### config.mk
export PLATFORM = sky130hd
export DESIGN_NAME = ad9226_capture_ctrl
export DESIGN_NICKNAME = d
export VERILOG_FILES = /design/src/rtl/ad9226_cap_pkg.sv /design/src/rtl/phase_acc_clkgen.sv /design/src/rtl/ad9226_capture_ctrl.sv
export SDC_FILE = /design/constraint.sdc
export NUM_CORES = 1
export LEC_CHECK = 0
export BUFFER_PORTS_ARGS = -buffer_cell sky130_fd_sc_hd__buf_2
export CAP_MARGIN = 20
export CORE_MARGIN = 2
export CORE_UTILIZATION = 45
export DETAILED_ROUTE_END_ITERATION = 8
export PLACE_DENSITY = 0.78
export SLEW_MARGIN = 20
export SYNTH_ARGS = -nofsm -noshare
export SYNTH_HDL_FRONTEND = slang
export SYNTH_SLANG_ARGS = --single-unit
### constraint.sdc
create_clock -name clk -period 7.6 [get_ports clk]
set_input_delay 0.76 -clock clk [delete_from_list [all_inputs] [get_ports clk]]
set_output_delay 0.76 -clock clk [all_outputs]
set_load 0.02 [all_outputs]
### src/rtl/ad9226_cap_pkg.sv
// ---------------------------------------------------------------------------
// ad9226_cap_pkg
//   Shared definitions for the AD9226 burst-capture slice:
//     - capture FSM state encoding
//     - FIFO word layout: {otr, pad, data}
//     - default widths for the capture controller
//     - pack_fifo_word(): builds one FIFO word from an ADC sample
// ---------------------------------------------------------------------------
package ad9226_cap_pkg;

  typedef enum logic [1:0] {
    ST_IDLE    = 2'd0,
    ST_ARM     = 2'd1,
    ST_CAPTURE = 2'd2,
    ST_DONE    = 2'd3
  } cap_state_t;

  localparam int DEF_DATA_W   = 12;
  localparam int DEF_CNT_W    = 16;
  localparam int DEF_ACC_W    = 32;

  localparam int FIFO_W       = 16;
  localparam int FIFO_OTR_BIT = 15;
  localparam int FIFO_PAD_W   = 3;
  localparam int FIFO_DATA_W  = FIFO_OTR_BIT - FIFO_PAD_W;

  function automatic logic [FIFO_W-1:0] pack_fifo_word(
    input logic                   otr,
    input logic [FIFO_DATA_W-1:0] data
  );
    return {otr, {FIFO_PAD_W{1'b0}}, data};
  endfunction

endpackage

### src/rtl/phase_acc_clkgen.sv
// ---------------------------------------------------------------------------
// phase_acc_clkgen
//   Phase-accumulator clock generator for the ADC sample clock.
//   f_adc = f_clk * freq_word / 2^ACC_W; adc_clk is the registered MSB of
//   the accumulator. freq_word = 0 freezes the accumulator (static clock).
// Ports
//   clk        in   system clock
//   rst        in   synchronous active-high reset
//   freq_word  in   phase increment, sampled every cycle
//   adc_clk    out  registered ADC sample clock
//   strobe     out  high in the first cycle adc_clk is high (0->1 edge)
// ---------------------------------------------------------------------------
module phase_acc_clkgen #(
  parameter int ACC_W = 32
) (
  input  logic             clk,
  input  logic             rst,
  input  logic [ACC_W-1:0] freq_word,
  output logic             adc_clk,
  output logic             strobe
);

  logic [ACC_W-1:0] acc;

  // stage p0: accumulator; stage p1: clock register and rising-edge strobe
  always_ff @(posedge clk) begin
    if (rst) begin
      acc     <= '0;
      adc_clk <= 1'b0;
      strobe  <= 1'b0;
    end else begin
      acc     <= acc + freq_word;
      adc_clk <= acc[ACC_W-1];
      // strobe lines up with the cycle in which adc_clk first reads high
      strobe  <= ~adc_clk & acc[ACC_W-1];
    end
  end

endmodule

### src/rtl/ad9226_capture_ctrl.sv
// ---------------------------------------------------------------------------
// ad9226_capture_ctrl
//   Sample-clock generator and burst-capture controller for one AD9226
//   channel. Generates adc_clk by phase accumulation, captures sample_num
//   consecutive samples (one per adc_clk rising edge) and writes them to
//   the downstream FIFO as {otr, 3'b000, data[11:0]}.
//
//   Optional feature macro: ADC_TRIG_EN
//     defined   : start -> ARM; capture begins on the first strobe where the
//                 previous sample is below trig_level and the current one is
//                 at or above it (unsigned); that sample is written first.
//     undefined : start -> CAPTURE directly; trig_level is ignored.
//
// Ports
//   clk, rst            256 MHz clock, synchronous active-high reset
//   start / abort       1-cycle command pulses (abort wins)
//   freq_word           phase increment for adc_clk
//   sample_num          samples per burst (latched at start)
//   trig_level          trigger threshold (latched at start)
//   adc_otr, adc_data   ADC out-of-range flag and offset-binary data
//   adc_clk             ADC sample clock
//   fifo_wrreq/data     FIFO write port, fifo_full = FIFO wrfull
//   busy                high while arming or capturing
//   done                1-cycle pulse at normal burst end
//   overflow            sticky: a sample was dropped on full (start clears)
//   sample_cnt          samples actually written this burst
// ---------------------------------------------------------------------------
module ad9226_capture_ctrl
  import ad9226_cap_pkg::*;
#(
  parameter int DATA_W = DEF_DATA_W,
  parameter int CNT_W  = DEF_CNT_W,
  parameter int ACC_W  = DEF_ACC_W
) (
  input  logic              clk,
  input  logic              rst,
  input  logic              start,
  input  logic              abort,
  input  logic [ACC_W-1:0]  freq_word,
  input  logic [CNT_W-1:0]  sample_num,
  input  logic [DATA_W-1:0] trig_level,
  input  logic              adc_otr,
  input  logic [DATA_W-1:0] adc_data,
  output logic              adc_clk,
  output logic              fifo_wrreq,
  output logic [FIFO_W-1:0] fifo_data,
  input  logic              fifo_full,
  output logic              busy,
  output logic              done,
  output logic              overflow,
  output logic [CNT_W-1:0]  sample_cnt
);

  logic              strobe;
  logic [DATA_W-1:0] in_data_p0;
  logic              in_otr_p0;
  cap_state_t        state;
  logic [CNT_W-1:0]  smp_cnt;
  logic [CNT_W-1:0]  num_lat;
  logic              trig_hit;
  logic              take;
  logic              last_smp;

  phase_acc_clkgen #(
    .ACC_W (ACC_W)
  ) u_clkgen (
    .clk       (clk),
    .rst       (rst),
    .freq_word (freq_word),
    .adc_clk   (adc_clk),
    .strobe    (strobe)
  );

  // stage p0: ADC input register; holds the value settled during the low phase
  always_ff @(posedge clk) begin
    in_data_p0 <= adc_data;
    in_otr_p0  <= adc_otr;
  end

`ifdef ADC_TRIG_EN
  logic [DATA_W-1:0] trig_lat;
  logic [DATA_W-1:0] prev_data;
  logic              prev_vld;

  // first strobe after start only primes prev_data; no crossing can be seen yet
  always_ff @(posedge clk) begin
    if (rst) begin
      prev_vld <= 1'b0;
    end else if (state == ST_IDLE && start) begin
      prev_vld <= 1'b0;
    end else if (state == ST_ARM && strobe) begin
      prev_vld <= 1'b1;
    end
  end

  always_ff @(posedge clk) begin
    if (state == ST_IDLE && start) begin
      trig_lat <= trig_level;
    end
    if (state == ST_ARM && strobe) begin
      prev_data <= in_data_p0;
    end
  end

  assign trig_hit = prev_vld && (prev_data < trig_lat) && (in_data_p0 >= trig_lat);
`else
  logic unused_trig;
  assign unused_trig = &{1'b0, trig_level};
  assign trig_hit    = 1'b0;
`endif

  // a strobe consumes one burst slot whether or not the FIFO accepts it
  assign take     = strobe && ((state == ST_CAPTURE) || (state == ST_ARM && trig_hit));
  assign last_smp = (smp_cnt + CNT_W'(1)) == num_lat;

  // stage p1: capture FSM and registered FIFO write port
  always_ff @(posedge clk) begin
    if (rst) begin
      state      <= ST_IDLE;
      fifo_wrreq <= 1'b0;
      fifo_data  <= '0;
      busy       <= 1'b0;
      done       <= 1'b0;
      overflow   <= 1'b0;
      sample_cnt <= '0;
      smp_cnt    <= '0;
      num_lat    <= '0;
    end else begin
      fifo_wrreq <= 1'b0;
      done       <= 1'b0;
      if (abort) begin
        state <= ST_IDLE;
        busy  <= 1'b0;
      end else begin
        case (state)
          ST_IDLE: begin
            if (start) begin
              overflow   <= 1'b0;
              sample_cnt <= '0;
              smp_cnt    <= '0;
              num_lat    <= sample_num;
              if (sample_num == '0) begin
                state <= ST_DONE;
                done  <= 1'b1;
              end else begin
                busy  <= 1'b1;
`ifdef ADC_TRIG_EN
                state <= ST_ARM;
`else
                state <= ST_CAPTURE;
`endif
              end
            end
          end
          ST_ARM, ST_CAPTURE: begin
            if (take) begin
              if (!fifo_full) begin
                fifo_wrreq <= 1'b1;
                fifo_data  <= pack_fifo_word(in_otr_p0, FIFO_DATA_W'(in_data_p0));
                sample_cnt <= sample_cnt + CNT_W'(1);
              end else begin
                overflow   <= 1'b1;
              end
              smp_cnt <= smp_cnt + CNT_W'(1);
              if (last_smp) begin
                state <= ST_DONE;
                done  <= 1'b1;
                busy  <= 1'b0;
              end else begin
                state <= ST_CAPTURE;
              end
            end
          end
          ST_DONE: state <= ST_IDLE;
          default: state <= ST_IDLE;
        endcase
      end
    end
  end

endmodule

Word-level counts from Yosys, hierarchy flattened. Index checks and enable logic that the tools add are counted.

Div/mod/pow operators: 0. $mul: 0. Magnitude comparators: 0. Equality and inequality tests: 10. Multiplexer cells: 26. Reduce and logical (&&, ||, !) cells: 14. Shift operators: 0. Add/sub/neg operators: 3. Bitwise operators: 6.

Operators with widths (number): 16-bit 2-to-1 mux (4); 16-bit one-hot mux with 2 select lines (2); 16-bit by 1-bit adder with 16-bit output, second input constant (2); 32-bit adder (1); 16-bit equality test (1); 16-bit zero test (1); 5-bit AND reduction (3); 1-bit 2-to-1 mux (14); 2-bit inequality test, second input constant (6); 4-bit AND reduction (2); 1-bit one-hot mux with 2 select lines (3); 2-bit one-hot mux with 3 select lines (1); 1-bit inverter (5); 2-bit equality test, second input constant (2); 2-bit 2-to-1 mux (2); 2-bit OR reduction (2); 4-bit OR reduction (1); 3-bit AND reduction (1); 2-bit by 1-bit equality test with 1-bit output, second input constant (1); 2-bit zero test (1); 2-bit AND reduction (1); 2-bit nonzero test (1); 1-bit AND (1); 1-bit logical AND (1).

Memories kept: 0. Output and inout bits: 37. Word-level logic and storage cells: 73. Bits in latches: 0. Register bits: 114. Memory bits (writable): 0. Memory bits (read-only): 0.

Logic depth before layout (Yosys ltp). Gate-level depths: netlist of the first run.

Depth after elaboration: 5. Depth in mapped cells: 10. Depth with buffers taken out: 9.

By module. A second synthesis of the first run with hierarchy kept.

Cells, all modules: 762. Area, all modules: 6239.7 µm².

By module, submodules not included: ad9226_capture_ctrl (times used 1, cells an instance 456, area each 3724.8 µm²); phase_acc_clkgen (times used 1, cells an instance 306, area each 2514.9 µm²).

Least setup slack after synthesis of the first run. OpenSTA, ideal clock, no wires.

Path type: input to register. Start: in freq_word[0]. End: reg u_clkgen.acc[28]. Arrival: 3.116 ns. Buffers on the path: 0. Library setup time: 0.121 ns. Required time: 7.479 ns. Cell stages on the path: 9. Slack: 4.363 ns. Cells stage by stage: ha_1 > fa_1 > a21o_1 > a221oi_1 > o21ai_1 > o2111ai_1 > a31oi_1 > a31oi_1 > mux2_2.

Word-level cells in the longest chain between the ends: 1.

RTL lines: start: declaration (RTL line ad9226_capture_ctrl.sv:39) `input logic [ACC_W-1:0] freq_word,`; 32-bit adder (RTL line phase_acc_clkgen.sv:32) `acc <= acc + freq_word;`; end signal: assignment (RTL line phase_acc_clkgen.sv:32); end: declaration (RTL line phase_acc_clkgen.sv:23) `logic [ACC_W-1:0] acc;`.

Every way passes these cells. A chain may end at the register's enable or synchronous reset.

Final worst setup path of the first run. Same ends and word-level chain as after synthesis.

==> flow_summary_export.csv, run 1 <==
group,metric,value,unit
run_status,run_status,"completed",
floorplan,core,13200,sq um
sta,worst_pin_slew,998,ps
clock_network,cts_setup_buffers,0,
floorplan,start_util,0.461,
floorplan,die_w,121,um
setup_path,critical_path.slowest_cell,"sky130_fd_sc_hd__a221oi_1",
sta,grt_setup_unrepaired,"false",
finish,num-nets-final,922,
setup_path,setup.reg_to_reg.worst_slack,4420,ps
synthesis,dominant_combinational_cell_family_by_area_after_synthesis,"simple AND/OR/NAND/NOR gates",
sta,final.period_utilization,0.439,
synthesis,async_reset_ff_frac,0,
clock_network,cts_root_buffer,"sky130_fd_sc_hd__clkbuf_16",
synthesis,synth-main-ff-cell,"sky130_fd_sc_hd__dfxtp_1",
synthesis,synth_cell_type_count,67,
sta,period_minus_slack,3330,ps
placement,detailed_place_hpwl,9620,um
synthesis,synth_enable_flop_cells,0,
sta,timing_hold_violations_final,0,
routing,met1_layer_wirelength_in_the_final_routing,6300,um
floorplan,die_height,121,um
routing,firstDrtPassIters,4,
power,ir_drop,0.000206,V
finish,num-fill-cells,1234,
clock_network,cts_sinks,114,
min_path,worst_hold_path.num_cells,1,
global_routing,antenna_violations_before_repair,0,
global_routing,grt.overflow.total,0,
routing,route.met2.wl,6660,um
synthesis,post_synthesis_instance_area,6110,sq um
global_routing,grt_pass1_wl,23100,um
synthesis,synth-warning-count,0,
routing,route.detailed.wl_per_inst,13.9,um
clock_network,cts_max_path_buffers,2,
setup_path,cp_top_family,"compound AO/OA/AOI/OAI gates",
setup_path,cp_num_buf_inv,1,
synthesis,yosys.area_share.simple,0.215,
synthesis,avgSynthCellArea,8.51,sq um
finish,final_common_cell,"sky130_fd_sc_hd__dfxtp_1",
min_path,holdCritPathClass,"reg2reg",
finish,area_growth_syn_to_layout,20.0,%
finish,layout.cells.most_common_list,"114 x sky130_fd_sc_hd__dfxtp_1, 99 x sky130_fd_sc_hd__buf_2, 90 x sky130_fd_sc_hd__nor2_1",
routing,drt_iter0_markers,373,
setup_path,critPathMaxFanout,5,
setup_path,rr_startpoint,"u_clkgen.acc[0]$_SDFF_PP0_",
clock_network,tritoncts,"built",
floorplan,rows,42,
synthesis,synthesized_area_fraction_occupied_by_xor_and_xnor_cells,0.0803,
routing,dr_wl_met3,648,um
routing,via_per_inst,5.34,
routing,route.vias.total,5318,
sta,hold_ws,407,ps
setup_path,r2r_cells,9,
sta,report.final.setup_viol,0,
power,fin_total_pwr,2280,uW
sta,timing_max_transition_violations_final,0,
sta,timing.fmax,0.300,GHz
routing,routed.top_layer,"met4",
synthesis,synth_compound_gate_area_share,0.171,
setup_path,r2r_end,"u_clkgen.acc[28]$_SDFF_PP0_",
setup_path,path_common_cell,"sky130_fd_sc_hd__a31oi_1",
placement,portBuffers,99,
clock_network,ctsResizeCount,0,
setup_path,maximum_single_stage_delay_on_the_critical_path,480,ps
setup_path,worstPathArrival,3640,ps
sta,max_slew_margin,0.332,
synthesis,synth-seq-cells,114,
setup_path,end_kind,"flop",
sta,finalSetupTns,0,ps
clock_network,clk-insertion-delay-late,420,ps
routing,ant_nets,0,
setup_path,worst_setup_path_start_kind,"input pin",
finish,drive_above_1_share,0.186,
routing,postRouteWirelength,13800,um
floorplan,io_pins,115,
synthesis,post_synth_mux_area_share,0.0408,
sta,fin_skew,7.63,ps
floorplan,floorplan.die_area,14500,sq um
synthesis,post_synth_inst_count,718,
power,power_density,311,nW/um^2
setup_path,critical_path_class,"in2reg",
finish,n_antenna_cell,0,
placement,gp_congestion,0.848,
clock_network,clkTransAtPathRegs,60,ps
finish,final_util,0.554,
flow_run,max_cap_violations,0,
synthesis,synth-adder-area-share,0.0790,
global_routing,grt_pass1_vias,5033,
clock_network,ctsHoldBuffers,0,
power,p_leak,0.00330,uW
global_routing,grtUsageTotal,0.197,
setup_path,critical_path_required,7910,ps
clock_network,cts_buf_count,17,
min_path,hold_start,"u_clkgen.adc_clk$_SDFF_PP0_",
global_routing,grt_max_degree,55,
min_path,min_to,"u_clkgen.strobe$_SDFF_PP0_",
setup_path,cp-startpoint,"freq_word[0]",
clock_network,cts_max_level,4,
synthesis,synth_seq_area_share,0.374,
routing,post-route-drc-count,0,
setup_path,timing.critical_path.cells,"buf_2, ha_1, fa_1, a21o_1, a221oi_1, o21ai_1, o2111ai_1, a31oi_1, a31oi_1, mux2_2",
==> sequential cells by signal (all words and copies together), names as in the netlist <==
signal,count
fifo_wrreq,1
u_clkgen.acc,32
state,2
busy,1
done,1
smp_cnt,16
in_otr_p0,1
overflow,1
fifo_data,13
sample_cnt,16
num_lat,16
u_clkgen.adc_clk,1
u_clkgen.strobe,1
in_data_p0,12
==> power by group <==
group          switching (uW)  leakage [uW]  total, uW  internal (uW)
clock                     302      0.000312        888            586
sequential               29.9      0.000935        711            681
combinational             380       0.00205        682            303
total                     711       0.00330       2280           1570
==> worst max path at each step <==
stage,to,cells after the start
floorplan,u_clkgen.acc[28]$_SDFF_PP0_,9
global placement,u_clkgen.acc[28]$_SDFF_PP0_,10
detailed placement,u_clkgen.acc[28]$_SDFF_PP0_,10
CTS,u_clkgen.acc[28]$_SDFF_PP0_,10
global route,u_clkgen.acc[28]$_SDFF_PP0_,10
finish,u_clkgen.acc[28]$_SDFF_PP0_,10
==> cells by family (layout without fill, tap and decap cells) <==
kind of cell | after synthesis | after routing
simple gates | 276 | 276
compound gates | 159 | 159
flops | 114 | 114
xor+xnor | 56 | 56
buf+inv | 50 | 149
fa+ha+maj | 38 | 38
mux | 24 | 24
other cells | 1 | 3
==> area by class of cell <==
cell class / count / area, sq um / share of cell area
Timing Repair Buffer: 102 / 518 / 0.0706
Clock inverter: 14 / 226 / 0.0309
Inverter: 15 / 56.3 / 0.00768
Tap cell: 176 / 220 / 0.0300
Multi-Input combinational cell: 556 / 3600 / 0.491
Sequential cell: 114 / 2280 / 0.311
Clock buffer: 18 / 429 / 0.0585
==> synth_stat cells (all sizes together) (17+ instances only) <==
cell / instances / area share
dfxtp: 114 / 0.37
nor2: 90 / 0.055
nand2: 71 / 0.044
a21oi: 53 / 0.043
ha: 37 / 0.076
xnor2: 33 / 0.047
o21ai: 26 / 0.021
xor2: 23 / 0.033
clkbuf: 22 / 0.014
nor3: 21 / 0.017
a21o: 20 / 0.025
nand3: 19 / 0.016
mux2i: 17 / 0.028
==> worst register-to-register path, stage by stage (launching register included) <==
cell and delay (ps):
sky130_fd_sc_hd__dfxtp_1 300, sky130_fd_sc_hd__ha_1 200, sky130_fd_sc_hd__fa_1 400, sky130_fd_sc_hd__a21o_1 190
sky130_fd_sc_hd__a221oi_1 480, sky130_fd_sc_hd__o21ai_1 290, sky130_fd_sc_hd__o2111ai_1 340, sky130_fd_sc_hd__a31oi_1 270
sky130_fd_sc_hd__a31oi_1 250, sky130_fd_sc_hd__mux2_2 350
==> through the flow <==
stage	cell area [sq um]	worst slack, ps	cells
2_1_floorplan	6120	4360	720
3_3_place_gp	6680	3900	963
3_5_place_dp	6680	3880	963
4_1_cts	7330	4320	995
5_1_grt	7330	4060	995
6_report	7330	4270	995
==> metal layers <==
layer,vias to the layer above,track usage
li1,2718,-
met1,2464,0.249
met2,123,0.327
met3,13,0.0542
met4,0,0.0610
met5,-,0
Power figures use the tool's default switching activity.
==> inputs of run 2 (changes only) <==
--- a/config.mk
+++ b/config.mk
@@ -5,12 +5,13 @@
 export SDC_FILE = /design/constraint.sdc
 export NUM_CORES = 1
 export LEC_CHECK = 0
+export ABC_AREA = 1
 export BUFFER_PORTS_ARGS = -buffer_cell sky130_fd_sc_hd__buf_2
 export CAP_MARGIN = 20
 export CORE_MARGIN = 2
 export CORE_UTILIZATION = 45
 export DETAILED_ROUTE_END_ITERATION = 8
-export PLACE_DENSITY = 0.78
+export PLACE_DENSITY = 0.8
 export SLEW_MARGIN = 20
 export SYNTH_ARGS = -nofsm -noshare
 export SYNTH_HDL_FRONTEND = slang
==> constraint.sdc (replaced) <==
create_clock -name clk -period 3.06 [get_ports clk]
set_input_delay 0.306 -clock clk [delete_from_list [all_inputs] [get_ports clk]]
set_output_delay 0.306 -clock clk [all_outputs]
set_load 0.02 [all_outputs]
==> run 2 against run 1 <==
Critical path depth increased by 3. Wire length increased by 14%. Final cell count increased by 24%. Synthesized cell count increased by 28%. Sequential share of layout area decreased by 1.6 points. Register-to-register slack got worse by 3800 ps. Critical path type is now reg2reg. Critical endpoint is now u_clkgen.acc[18]$_SDFF_PP0_.
==> flow_summary_export.csv, run 2 <==
group,metric,value,unit
setup_path,critPathMaxFanout,4,
min_path,min_to,"num_lat[0]$_SDFFE_PP0P_",
placement,detailed_place_hpwl,11500,um
sta,fin_skew,10.6,ps
synthesis,synth-main-ff-cell,"sky130_fd_sc_hd__dfxtp_1",
min_path,hold_start,"sample_num[0]",
clock_network,cts_sinks,114,
synthesis,synth-warning-count,0,
placement,placed_cells_incl_taps,1185,
global_routing,antenna_violations_before_repair,0,
routing,ant_nets,0,
routing,drt_iter0_markers,401,
flow_run,max_cap_violations,0,
finish,num-nets-final,1153,
global_routing,grt.overflow.total,0,
routing,via_per_inst,5.12,
floorplan,die_height,122,um
synthesis,synth_top_cells_by_count,"198 x sky130_fd_sc_hd__nand2_1, 128 x sky130_fd_sc_hd__nor2_1, 114 x sky130_fd_sc_hd__dfxtp_1",
clock_network,clkTransAtPathRegs,60,ps
sta,finalSetupTns,0,ps
synthesis,synth-seq-cells,114,
clock_network,tritoncts,"built",
routing,post-route-drc-count,0,
setup_path,worstPathArrival,2690,ps
sta,max_slew_margin,0.503,
placement,portBuffers,99,
setup_path,setup.reg_to_reg.worst_slack,670,ps
setup_path,r2r_cells,13,
routing,postRouteWirelength,15700,um
synthesis,most_repeated_cell_in_the_gate_level_netlist_after_synthesis,"sky130_fd_sc_hd__nand2_1",
sta,grt_setup_unrepaired,"false",
synthesis,synth_seq_area_share,0.364,
setup_path,critical_path_required,3360,ps
synthesis,async_reset_ff_frac,0,
finish,layout.cells.most_common_list,"198 x sky130_fd_sc_hd__nand2_1, 128 x sky130_fd_sc_hd__nor2_1, 114 x sky130_fd_sc_hd__dfxtp_1",
clock_network,cts_max_level,4,
sta,timing.fmax,0.418,GHz
synthesis,synth_cell_type_count,45,
floorplan,start_util,0.457,
sta,final.period_utilization,0.782,
finish,n_antenna_cell,0,
finish,final_common_cell,"sky130_fd_sc_hd__nand2_1",
setup_path,worst_setup_path_start_kind,"flop",
finish,area_growth_syn_to_layout,23.4,%
sta,timing_max_transition_violations_final,0,
finish,largest-register,"u_clkgen.acc",
run_status,run_status,"completed",
setup_path,critical_path_class,"reg2reg",
sta,period_minus_slack,2390,ps
clock_network,cts_setup_buffers,0,
finish,max_ffs_per_register,32,
power,ir_drop,0.000371,V
finish,drive_above_1_share,0.147,
routing,firstDrtPassIters,5,
clock_network,ctsResizeCount,0,
global_routing,grt_max_degree,30,
power,power_density,723,nW/um^2
floorplan,core,13700,sq um
setup_path,r2r_end,"u_clkgen.acc[18]$_SDFF_PP0_",
synthesis,post_synth_inst_count,919,
setup_path,end_kind,"flop",
routing,route.detailed.wl_per_inst,12.8,um
clock_network,cts_max_path_buffers,2,
floorplan,io_pins,115,
finish,post_layout_nonfiller_instances,1230,
clock_network,cts_buf_count,17,
global_routing,grt_pass1_wl,26200,um
min_path,worst_hold_path.num_cells,3,
synthesis,synthTopCellsByArea,"sky130_fd_sc_hd__dfxtp_1 36%, sky130_fd_sc_hd__nand2_1 12%, sky130_fd_sc_hd__a21oi_1 8.1%",
floorplan,die_w,122,um
min_path,holdCritPathClass,"in2reg",
sta,worst_pin_slew,745,ps
clock_network,cts_root_buffer,"sky130_fd_sc_hd__clkbuf_16",
synthesis,synth_enable_flop_cells,0,
sta,report.final.setup_viol,0,
routing,route.vias.total,6294,
power,p_leak,0.00359,uW
synthesis,post_synthesis_instance_area,6270,sq um
sta,timing_hold_violations_final,0,
global_routing,grt_pass1_vias,5881,
clock_network,clk-insertion-delay-late,420,ps
placement,gp_congestion,0.955,
floorplan,floorplan.die_area,14900,sq um
setup_path,rr_startpoint,"u_clkgen.acc[0]$_SDFF_PP0_",
global_routing,grtUsageTotal,0.221,
synthesis,synthDominantAreaCellType,"sky130_fd_sc_hd__dfxtp_1",
synthesis,avgSynthCellArea,6.82,sq um
synthesis,netlist.area_leader.share,0.364,
floorplan,rows,43,
-- run 2: changes by cell type in the layout (fill, tap and decap cells not counted), moves of 13 or more --
cell,before,now
sky130_fd_sc_hd__a21oi_1,53,101
sky130_fd_sc_hd__inv_1,15,100
sky130_fd_sc_hd__xnor2_1,33,4
sky130_fd_sc_hd__xor2_1,23,4
sky130_fd_sc_hd__dlygate4sd3_1,0,13
sky130_fd_sc_hd__a21o_1,20,5
sky130_fd_sc_hd__nor2_1,90,128
sky130_fd_sc_hd__mux2i_1,17,0
sky130_fd_sc_hd__o21ai_0,25,67
sky130_fd_sc_hd__nand3_1,18,49
sky130_fd_sc_hd__nand2_1,71,198
-- run 2: power by group --
| group | total (uW) | switching (uW) | internal (uW) |
|---|---|---|---|
| Clock | 2210 | 748 | 1460 |
| Sequential | 1750 | 71.0 | 1680 |
| Combinational | 1630 | 1050 | 584 |
| Total | 5590 | 1870 | 3720 |
-- run 2: cells by family (layout without fill, tap and decap cells) --
family / count (synthesis) / after routing / synth area share
other: 1 / 3 / 0.000598
adders and majority gates: 38 / 38 / 0.0771
AOI/OAI and AO/OA: 207 / 207 / 0.179
buffers and inverters: 123 / 252 / 0.0759
DFF: 114 / 114 / 0.364
xor gates and xnor gates: 8 / 8 / 0.0112
and+or+nand+nor: 428 / 428 / 0.292
-- run 2: per-layer routing --
metal / track usage / up-vias / part of all wire
li1: - / 3293 / -
met1: 0.273 / 2799 / 0.46
met2: 0.369 / 168 / 0.47
met3: 0.0496 / 34 / 0.045
met4: 0.0948 / 0 / 0.025
met5: 0 / - / 0
-- run 2: timing repair --
item | 4_1_cts | 5_1_grt
endpoints found under the hold margin | 13 | 0
hold buffers | 13 | 0
endpoints found under the setup margin | 0 | 0
-- run 2: layout make-up --
cell class | instances | area [sq um]
repair buffers | 118 | 671
fillers | 1298 | 5990
clock buffers | 18 | 429
multi-input cells | 684 | 3520
clock inverters | 14 | 228
flip-flops and latches | 114 | 2280
inverters | 102 | 383
well taps | 180 | 225
-- run 2: per-stage QoR --
| stage | instance area (sq um) | worst slack (ps) | hold slack (ps) | util | total power (uW) |
|---|---|---|---|---|---|
| after CTS | 7730 | 686 | 128 | 0.564 | 5610 |
| after detailed placement | 6950 | 608 | 401 | 0.506 | 3380 |
| final | 7730 | 666 | 134 | 0.564 | 5590 |
| after floorplan | 6270 | 951 | 334 | - | 3000 |
| after global placement | 6950 | 640 | 398 | 0.506 | 3340 |
| after global routing | 7730 | 405 | 145 | 0.564 | 5940 |
-- run 2: how the worst max path moves through the flow --
stage	start	end	slack [ps]
final	u_clkgen.acc[0]$_SDFF_PP0_	u_clkgen.acc[18]$_SDFF_PP0_	670
after global routing	state[0]$_SDFFE_PP0P_	sample_cnt[14]$_SDFFE_PP0P_	410
after CTS	state[0]$_SDFFE_PP0P_	sample_cnt[15]$_SDFFE_PP0P_	690
after global placement	freq_word[0]	u_clkgen.acc[18]$_SDFF_PP0_	640
after detailed placement	freq_word[0]	u_clkgen.acc[18]$_SDFF_PP0_	610
after floorplan	state[0]$_SDFFE_PP0P_	sample_cnt[15]$_SDFFE_PP0P_	950
-- run 2: critical path: stages, from the launching register on --
cell	delay, ps
sky130_fd_sc_hd__dfxtp_1	300
sky130_fd_sc_hd__ha_1	220
sky130_fd_sc_hd__fa_1	390
sky130_fd_sc_hd__nand2_1	90
sky130_fd_sc_hd__nand2_1	60
sky130_fd_sc_hd__o21a_1	120
sky130_fd_sc_hd__inv_1	100
sky130_fd_sc_hd__o21ai_2	80
sky130_fd_sc_hd__a21boi_0	330
sky130_fd_sc_hd__o21ai_1	200
sky130_fd_sc_hd__nand2_1	100
sky130_fd_sc_hd__nand2_1	70
sky130_fd_sc_hd__o21ai_0	170
sky130_fd_sc_hd__a21oi_1	60
==> inputs of run 3 (changes only) <==
==> constraint.sdc (replaced) <==
create_clock -name clk -period 2.1 [get_ports clk]
set_input_delay 0.21 -clock clk [delete_from_list [all_inputs] [get_ports clk]]
set_output_delay 0.21 -clock clk [all_outputs]
set_load 0.02 [all_outputs]
==> run 3 against run 2 <==
The run now ends with setup timing left. Design area is 8.4% higher. Global-route usage increased by 1.1 points. Sequential cell count is the same. First-iteration DRC count rose by 19%. Non-clock buffer count up 47. Fmax grew 8.5%. Wire length rose by 12%. Power is 47% higher. Largest cell class unchanged.
==> flow_summary_export.csv, run 3 (synthesis gave the netlist of run 2 again) <==
group,metric,value,unit
power,switching_share,0.361,
sta,report.final.setup_viol,7,
floorplan,start_util,0.457,
placement,gp_congestion,0.959,
power,combinational_share_of_power,0.353,
placement,placed_cells_incl_taps,1215,
setup_path,critPathMaxFanout,5,
run_status,violations,"setup timing",
setup_path,worstPathArrival,2520,ps
clock_network,cts_sinks,114,
sta,timing_max_transition_violations_final,0,
floorplan,die_w,122,um
setup_path,critical_path_class,"reg2reg",
routing,drt_iter0_markers,477,
sta,timing_hold_violations_final,0,
sta,period_minus_slack,2210,ps
floorplan,die_height,122,um
min_path,worst_hold_path.num_cells,3,
finish,area_growth_syn_to_layout,33.8,%
power,ir_drop,0.000525,V
sta,worst_slack,-107,ps
power,fin_total_pwr,8230,uW
finish,drive_above_1_share,0.244,
global_routing,grt_pass1_vias,6071,
run_status,run_status,"finished with violations",
clock_network,cts_max_path_buffers,2,
floorplan,io_pins,115,
placement,portBuffers,99,
routing,via_per_inst,5.21,
min_path,hold_start,"sample_num[1]",
setup_path,rr_startpoint,"state[0]$_SDFFE_PP0P_",
power,p_leak,0.00385,uW
sta,timing.fmax,0.453,GHz
min_path,holdCritPathClass,"in2reg",
clock_network,tritoncts,"built",
global_routing,grt_pass1_wl,27600,um
global_routing,grt.overflow.total,0,
setup_path,r2r_end,"sample_cnt[14]$_SDFFE_PP0P_",
global_routing,grtUsageTotal,0.232,
setup_path,r2r_cells,12,
finish,num-nets-final,1200,
setup_path,worst_setup_path_start_kind,"flop",
setup_path,end_kind,"flop",
power,power.share.sequential,0.312,
finish,largest-register,"u_clkgen.acc",
finish,n_antenna_cell,0,
power,power_density,982,nW/um^2
sta,grt_setup_unrepaired,"true",
routing,route.detailed.wl_per_inst,13.7,um
sta,fin_skew,6.93,ps
power,pwr-share-clk,0.335,
placement,detailed_place_hpwl,12000,um
setup_path,critical_path_required,2410,ps
min_path,min_to,"num_lat[1]$_SDFFE_PP0P_",
clock_network,cts_max_level,4,
flow_run,max_cap_violations,0,
routing,route.vias.total,6655,
routing,postRouteWirelength,17600,um
clock_network,cts_buf_count,17,
floorplan,rows,43,
setup_path,setup.reg_to_reg.worst_slack,-110,ps
clock_network,cts_root_buffer,"sky130_fd_sc_hd__clkbuf_16",
finish,layout.cells.most_common_list,"184 x sky130_fd_sc_hd__nand2_1, 121 x sky130_fd_sc_hd__nor2_1, 105 x sky130_fd_sc_hd__dfxtp_1",
clock_network,clk-insertion-delay-late,420,ps
floorplan,core,13700,sq um
clock_network,clkTransAtPathRegs,50,ps
sta,max_slew_margin,0.648,
routing,ant_nets,0,
power,net-switching-power,2970,uW
finish,max_ffs_per_register,32,
routing,post-route-drc-count,0,
global_routing,antenna_violations_before_repair,0,
finish,final_common_cell,"sky130_fd_sc_hd__nand2_1",
floorplan,floorplan.die_area,14900,sq um
routing,firstDrtPassIters,5,
sta,worst_pin_slew,528,ps
finish,post_layout_nonfiller_instances,1277,
power,power_report.internal_total,5260,uW
sta,final.period_utilization,1.05,
global_routing,grt_max_degree,43,
run 3: changes by cell type in the layout (fill, tap and decap cells not counted), sizes merged:
cell,delta
clkbuf,+1
buf,+47
inv,-1
bufinv,-4
clkinvlp,+4
run 3: metrics by stage:
stage,TNS (ps),instance area [sq um],util,hold slack [ps],setup slack [ps]
3_5_place_dp,-313,7210,0.525,314,-123
2_1_floorplan,0,6290,-,238,57.8
5_1_grt,-1620,8380,0.611,70.8,-196
4_1_cts,-13.8,7930,0.578,53.8,-7.42
3_3_place_gp,-82.3,7210,0.525,312,-70.4
6_report,-422,8380,0.611,60.3,-107
run 3: worst max-delay path by stage:
stage / cells after the start / endpoint / slack [ps] / startpoint
after floorplan: 13 / u_clkgen.acc[18]$_SDFF_PP0_ / 60 / u_clkgen.acc[0]$_SDFF_PP0_
after global placement: 14 / u_clkgen.acc[18]$_SDFF_PP0_ / -70 / freq_word[0]
after detailed placement: 14 / u_clkgen.acc[18]$_SDFF_PP0_ / -120 / freq_word[0]
after CTS: 16 / sample_cnt[15]$_SDFFE_PP0P_ / -7 / state[0]$_SDFFE_PP0P_
after global routing: 12 / sample_cnt[14]$_SDFFE_PP0P_ / -200 / state[0]$_SDFFE_PP0P_
final: 12 / sample_cnt[14]$_SDFFE_PP0P_ / -110 / state[0]$_SDFFE_PP0P_
run 3: worst max-delay path: stages (launching register included):
cell	delay [ps]
sky130_fd_sc_hd__dfxtp_2	340
sky130_fd_sc_hd__inv_4	50
sky130_fd_sc_hd__ha_4	260
sky130_fd_sc_hd__nand2_4	80
sky130_fd_sc_hd__nand2_4	60
sky130_fd_sc_hd__nor3_4	250
sky130_fd_sc_hd__o21ai_4	120
sky130_fd_sc_hd__buf_4	150
sky130_fd_sc_hd__inv_2	40
sky130_fd_sc_hd__nand4_1	160
sky130_fd_sc_hd__nor4_2	360
sky130_fd_sc_hd__buf_4	170
sky130_fd_sc_hd__a21oi_2	40
run 3: power groups by stage:
| stage | logic [uW] | clock network [uW] | registers [uW] |
|---|---|---|---|
| floorplan | 1790 | 0 | 2580 |
| global placement | 2430 | 0 | 2590 |
| detailed placement | 2480 | 0 | 2600 |
| CTS | 2560 | 2800 | 2560 |
| global route | 3240 | 2920 | 2590 |
| finish | 2910 | 2760 | 2570 |
run 3: routing by layer:
metal | global-route usage | routed length, um | vias up
li1 | - | - | 3379
met1 | 0.298 | 7610 | 3022
met2 | 0.382 | 8580 | 216
met3 | 0.0538 | 1010 | 38
met4 | 0.0776 | 360 | 0
met5 | 0 | 0 | -
run 3: cell type report:
cell class                      instances  area [sq um]
Sequential cell                       114          2300
Multi-Input combinational cell        684          3830
Inverter                              102           388
Timing Repair Buffer                  165          1060
Tap cell                              180           225
Fill cell                            1197          5340
Clock buffer                           19           443
Clock inverter                         13           129
run 3: timing repair:
action,in CTS,in global routing
hold buffers,13,0
setup buffers,0,17
pin swaps,0,29
endpoints found under the setup margin,7,26
endpoints found under the hold margin,13,0
resized for setup,7,91
